$ cat src/rtl/spi_reg_access_arb.sv
// spi_reg_access_arb: shares the byte-addressed register file between APB and the SPI engine,
// synchronising the SPI 4-phase req/ack handshake into sys_clk and arbitrating round-robin.
module spi_reg_access_arb #(
    parameter int NUM_BYTES = 16,
    parameter int CNT_W = 8
) (
    input  logic             sys_clk,
    input  logic             rst_b,
    input  logic             apb_psel,
    input  logic             apb_penable,
    input  logic             apb_pwrite,
    input  logic [7:0]       apb_paddr,
    input  logic [31:0]      apb_pwdata,
    output logic             apb_pready,
    output logic [31:0]      apb_prdata,
    input  logic             spi_req,
    input  logic             spi_rw,
    input  logic [7:0]       spi_addr,
    input  logic [7:0]       spi_wdata,
    output logic             spi_ack,
    output logic [7:0]       spi_rdata,
    output logic             rf_wr_en,
    output logic             rf_rd_en,
    output logic [5:0]       rf_addr,
    output logic [3:0]       rf_be,
    output logic [31:0]      rf_wdata,
    input  logic [31:0]      rf_rdata,
    output logic [CNT_W-1:0] conflict_cnt
);
    localparam logic [6:0] NUM_WORDS = 7'(NUM_BYTES / 4);
    typedef enum logic [1:0] {IDLE, PEND, ACK} state_t;
    state_t state;
    logic sync1, sync2, req_d, last_spi, p_rw;
    logic [7:0] p_addr, p_wdata, spi_byte;
    logic apb_req, spi_pend, apb_gnt, spi_gnt, apb_ok, spi_ok, rise, fall_seen, unused_bits;
    always_comb begin
        apb_req = apb_psel & apb_penable;
        spi_pend = state == PEND;
        apb_gnt = apb_req & (~spi_pend | last_spi);
        spi_gnt = spi_pend & ~apb_gnt;
        apb_ok = {1'b0, apb_paddr[7:2]} < NUM_WORDS;
        spi_ok = {1'b0, p_addr[7:2]} < NUM_WORDS;
        rise = sync2 & ~req_d;
        fall_seen = ~sync2;
        unused_bits = ^apb_paddr[1:0];
        rf_addr = apb_gnt ? apb_paddr[7:2] : p_addr[7:2];
        rf_wr_en = apb_gnt ? apb_pwrite & apb_ok : spi_gnt & p_rw & spi_ok;
        rf_rd_en = apb_gnt ? ~apb_pwrite & apb_ok : spi_gnt & ~p_rw & spi_ok;
        rf_be = apb_gnt ? 4'hF : 4'b0001 << p_addr[1:0];
        rf_wdata = apb_gnt ? apb_pwdata : {4{p_wdata}};
        apb_pready = apb_gnt;
        apb_prdata = (apb_gnt & ~apb_pwrite & apb_ok) ? rf_rdata : '0;
        spi_byte = spi_ok ? 8'(rf_rdata >> {p_addr[1:0], 3'b000}) : '0;
    end
    // last_spi resets high so APB wins the first tie
    always_ff @(posedge sys_clk or negedge rst_b) begin
        if (!rst_b) begin
            state <= IDLE;
            sync1 <= 1'b0;
            sync2 <= 1'b0;
            req_d <= 1'b0;
            last_spi <= 1'b1;
            p_rw <= 1'b0;
            p_addr <= '0;
            p_wdata <= '0;
            spi_ack <= 1'b0;
            spi_rdata <= '0;
            conflict_cnt <= '0;
        end else begin
            sync1 <= spi_req;
            sync2 <= sync1;
            req_d <= sync2;
            if (apb_gnt | spi_gnt) last_spi <= spi_gnt;
            if (apb_req & spi_pend & ~&conflict_cnt) conflict_cnt <= conflict_cnt + 1'b1;
            case (state)
                IDLE: if (rise) begin
                    p_rw <= spi_rw;
                    p_addr <= spi_addr;
                    p_wdata <= spi_wdata;
                    state <= PEND;
                end
                PEND: if (spi_gnt) begin
                    spi_ack <= 1'b1;
                    if (!p_rw) spi_rdata <= spi_byte;
                    state <= ACK;
                end
                ACK: if (fall_seen) begin
                    spi_ack <= 1'b0;
                    state <= IDLE;
                end
                default: state <= IDLE;
            endcase
        end
    end
endmodule

$ cat config.mk
export PLATFORM = sky130hd
export DESIGN_NAME = spi_reg_access_arb
export DESIGN_NICKNAME = d
export VERILOG_FILES = /design/src/rtl/spi_reg_access_arb.sv
export SDC_FILE = /design/constraint.sdc
export NUM_CORES = 1
export LEC_CHECK = 0
export CAP_MARGIN = 15
export CELL_PAD_IN_SITES_DETAIL_PLACEMENT = 1
export CELL_PAD_IN_SITES_GLOBAL_PLACEMENT = 1
export CORE_MARGIN = 1.5
export CORE_UTILIZATION = 25
export DETAILED_ROUTE_END_ITERATION = 10
export GPL_ROUTABILITY_DRIVEN = 0
export GPL_TIMING_DRIVEN = 0
export PLACE_DENSITY_LB_ADDON = 0.1
export SYNTH_ARGS = -nofsm -noshare
export SYNTH_HDL_FRONTEND = slang
export SYNTH_SLANG_ARGS = --single-unit
export TNS_END_PERCENT = 5
$ cat constraint.sdc
create_clock -name sys_clk -period 3.2 [get_ports sys_clk]
set_clock_uncertainty 0.05 [all_clocks]
set_input_delay 0.8 -clock sys_clk [delete_from_list [all_inputs] [get_ports sys_clk]]
set_output_delay 0.8 -clock sys_clk [all_outputs]
set_load 0.01 [all_outputs]
# ---- Word level (Yosys, flattened, before mapping)
# Index checks and enable logic that the tools add are counted.
dict set report word_totals {
  regBits 40
  latchBits 0
  ramBits 0
  romBits 0
  input_bits 95
  output_inout_bits 94
  word_cells 64
  mem_count 0
}
dict set report op_classes {
  addsub 1
  mul 0
  div 0
  order_cmp 2
  n_eq_ne 5
  n_shift 2
  muxes 14
  n_bitwise 21
  n_reduce_logical 8
}
# op count
set op_table {}
lappend op_table {{$mux 32} 2}
lappend op_table {{$shr 32x5->8} 1}
lappend op_table {{$and 1x1->1} 14}
lappend op_table {{$lt 6x3->1 const B} 2}
lappend op_table {{$reduce_and 3->1} 3}
lappend op_table {{$add 8x1->8 const B} 1}
lappend op_table {{$mux 8} 1}
lappend op_table {{$reduce_and 8->1} 1}
lappend op_table {{$mux 2} 3}
lappend op_table {{$mux 6} 1}
lappend op_table {{$pmux 2 s3} 1}
lappend op_table {{$not 1->1} 5}
lappend op_table {{$mux 1} 4}
lappend op_table {{$mux 4} 1}
lappend op_table {{$ne 2x2->1 const B} 2}
lappend op_table {{$shl 1x2->4 const A} 1}
lappend op_table {{$eq 2x1->1 const B} 1}
lappend op_table {{$eq 2x2->1 const B} 1}
lappend op_table {{$logic_not 2->1} 1}
lappend op_table {{$ne 2x1->1 const B} 1}
lappend op_table {{$or 1x1->1} 2}
lappend op_table {{$pmux 1 s2} 1}
lappend op_table {{$reduce_and 2->1} 1}
lappend op_table {{$reduce_bool 2->1} 1}
lappend op_table {{$logic_not 1->1} 1}

# ---- Depth between registers and ports, before layout
dict set report depth {
  depth_word 9
  ltp_mapped 6
  depth_no_buf 4
}

# ---- Least setup slack after synthesis
# OpenSTA, ideal clock, no wires.
dict set report synth_timing {
  kind {input to output}
  start {input apb_paddr[7]}
  end {output apb_prdata[10]}
  arrival_ns 1.988
  required_time_ns 2.350
  slack_ns 0.362
  cell_stages 4
  path_buffers 1
  path_cell_list {or4_4 > nor4_2 > clkbuf_2 > and2_2}
}
dict set report synth_via {
  elab_chain_cells 3
}
# item line_no
set synth_rtl {}
lappend synth_rtl {{start, declared} 12} ;# input logic [7:0] apb_paddr,
lappend synth_rtl {{$lt 6x3->1} 41} ;# apb_ok = {1'b0, apb_paddr[7:2]} < NUM_WORDS;
lappend synth_rtl {{$and 1x1->1} 52} ;# apb_prdata = (apb_gnt & ~apb_pwrite & apb_ok) ? rf_rdata : '0;
lappend synth_rtl {{$mux 32} 52}
lappend synth_rtl {{end, declared} 15} ;# output logic [31:0] apb_prdata,
# No other way between the ends.

# ---- Worst setup path in the final report
dict set report layout_timing {
  start {input apb_paddr[6]}
  end {output apb_prdata[6]}
}
# The elaborated chain is that of the path after synthesis.

==> summary.txt <==
CTS
  • Reg clk slew, reported paths: 0.08 ns
  • CTS tree: yes
  • Worst-case clock buffer depth: 2
  • Max H-tree Level: 2
  • Root buffer cell: clkbuf_8
  • Worst-Skew Late Latency: 0.29 ns
  • Num CTS Buffers: 5
  • Clk sink count: 40

Run status
  • Status: finished, violations left
  • Failing checks: setup timing

Synth
  • Compound-cell area share of the yosys netlist: 0.0697
  • YS warnings: 0
  • Cells after Synth: 221
  • #FFs+latches synth: 40
  • Adder-Cell Fraction of Synth Area: 0.00481
  • Mean Syn Cell Area: 11.8 um2
  • Synth Area in Simple Gates: 0.177
  • Synth Area in XOR/XNOR: 0.00337
  • Largest family of logic cells by synthesized area: multiplexers
  • Post-synth EDFFs: 0
  • Post-synthesis sequential area ratio: 0.385
  • Area of the mapped netlist: 0.00260 mm2
  • Post-synth top flop: dfrtp_1
  • Mux cell area share after synthesis: 0.320
  • Post-synth ARST share: 1.00
  • Synth cell types: 42
  • Mapped Nets: 317

Power and ir drop
  • Leak Pwr: 2.15 nW
  • Pwr dens: 462 mW/mm2
  • Maximum vdd drop: 0.000205 V

Route
  • Routed WL per cell: 17.7 um
  • Routed Antenna Nets: 0
  • Vias: 2632
  • DRC viols: 0
  • Via/cell ratio: 4.68
  • 1st-iter DRT viols: 49
  • Detailed Route WL: 9.95 mm
  • DRT Pass-1 Iters: 4

Timing
  • Tmin final: 3.23 ns
  • Slew HR: 0.563
  • Crit share post-route: 1.01
  • # setup viols final: 20
  • Total negative slack: -0.222 ns
  • Hold_ws: 0.305 ns
  • PnR worst setup slack: -0.0277 ns
  • Hold Fails Final Rpt: 0
  • RSZ-0062 raised after global routing: yes
  • Worst-Margin Slew: 0.656 ns
  • F_max: 0.310 GHz
  • Final Max Slew Viols: 0

Setup path
  • Worst Path Max Fanout: 5
  • Setup crit end kind: primary output
  • Crit Path Class: in2out
  • Worst path required time: 2.35 ns
  • Critical Path Start Type: input port
  • CP Data Arrival Time: 2.38 ns

Finish
  • Filler instances: 1098
  • Share of cells above drive strength 1: 0.413
  • Fin nets: 521
  • Finished Cell Area: 0.00498 mm2
  • Commonest non-fill, non-tap cells in the layout: 112 x clkdlybuf4s50_1, 57 x mux2_2, 39 x dfrtp_1
  • Final Instance Count excl. Fillers: 562
  • Final core occ: 0.487
  • Commonest non-fill, non-tap cell in the layout: clkdlybuf4s50_1
  • Layout area overhead: 91.6%
  • Diode count: 0

Global routing
  • First-pass GRT wire length: 15.5 mm
  • Pin count of the biggest net entering global routing: 27
  • Initial antenna violation count: 0
  • Gr ovfl total: 0
  • Total global-route track usage: 0.181
  • Vias in the first global route: 2913

Floorplanning
  • Die Y-Extent: 105 um
  • Die X: 105 um
  • Die area: 0.0110 mm2
  • Initial Utilization: 0.254
  • Total core area: 0.0102 mm2
  • Rows: 37
  • I/O Pins: 189

Run
  • Max-cap violations: 0

Hold path
  • Hold Crit Class: reg2reg

Place
  • Detailed placement HPWL: 7.52 mm
  • Placement Cell Area: 0.00465 mm2
  • # port buffers: 186
  • Placed cell count: 544
-- cell families after synthesis --
family	after synthesis
AOI/OAI and AO/OA	26
xor gates and xnor gates	1
adders and majority gates	1
DFF	40
muxes	66
and+or+nand+nor	66
buffers and inverters	21
-- flip-flops by register name, indices dropped and copies added, names as in the netlist --
register / cells
req_d: 1
p_addr: 8
sync2: 1
conflict_cnt: 8
sync1: 1
last_spi: 1
spi_ack: 1
p_wdata: 8
spi_rdata: 8
state: 2
p_rw: 1
-- metal layers --
metal,vias up,wire [um],GRT usage
li1,1216,-,-
met1,1288,3860,0.197
met2,121,5190,0.342
met3,7,820,0.0593
met4,0,74,0.0294
met5,-,0,0
-- cell usage after synthesis (2+ instances only) --
cell type	count	area share
mux4_2	8	0.069
nand3_1	5	0.0096
a31oi_1	2	0.0048
nor2_1	2	0.0029
mux2_2	57	0.25
clkbuf_2	3	0.0058
nand4_1	2	0.0048
nand2_1	6	0.0087
clkbuf_1	2	0.0029
o21ai_0	9	0.017
buf_2	5	0.0096
buf_4	4	0.012
nand3b_1	2	0.0058
nor4_1	2	0.0048
or2_2	2	0.0048
dfrtp_1	39	0.38
and4b_1	2	0.0077
and2_2	32	0.092
inv_1	6	0.0087
a22o_1	8	0.027
nor2b_1	2	0.0048
-- critical path, stage by stage --
cell and delay (ns):
buf_6 0.09, or4_4 0.56, nor4_4 0.26, buf_4 0.17, buf_6 0.13, buf_8 0.12, and2_4 0.14, buf_6 0.10
-- final cells by class --
cell class	count	area (um2)	area share
timing repair buffer	198	1980	0.397
multi-input combinational	160	1550	0.312
sequential	40	1000	0.201
tap	136	170	0.0341
buffer	13	125	0.0251
clock buffer	6	82.6	0.0166
clock inverter	2	38.8	0.00778
inverter	7	31.3	0.00628
-- metrics by stage --
| stage | power [mW] | setup slack [ns] |
|---|---|---|
| 3_3_place_gp | 1.94 | -0.928 |
| 3_5_place_dp | 1.96 | -0.943 |
| 5_1_grt | 2.46 | -0.0878 |
| 4_1_cts | 2.34 | -0.0298 |
| 6_report | 2.30 | -0.0277 |
| 2_1_floorplan | 1.29 | 0.362 |
-- report_power, final --
group | leakage (nW) | internal [mW] | switching [mW]
sequential | 0.502 | 0.634 | 0.125
combinational | 1.59 | 0.672 | 0.436
clock | 0.0614 | 0.255 | 0.181
-- repair_timing --
action                     in CTS  in global routing
pin swaps                      24                 11
hold buffers                    0                  0
cloned                          4                  0
setup buffers                   7                  0
setup endpoints to repair      77                 41
gates resized for setup       257                 25
-- path summary, 6_finish.rpt --
| path | start | to | slack [ns] | cells after the start |
|---|---|---|---|---|
| worst min register to register | sync1 | sync2 | 0.30 | 0 |
| worst max register to register | p_addr[6] | spi_rdata[3] | 1.41 | 4 |
| worst min-delay path | sync1 | sync2 | 0.30 | 0 |
| worst max-delay path | apb_paddr[6] | apb_prdata[6] | -0.03 | 8 |
| max in group asynchronous | rst_b | last_spi | 2.18 | 2 |
| min in group asynchronous | rst_b | spi_rdata[1] | 0.37 | 1 |
Note: power is estimated with default switching activity, not from simulation.
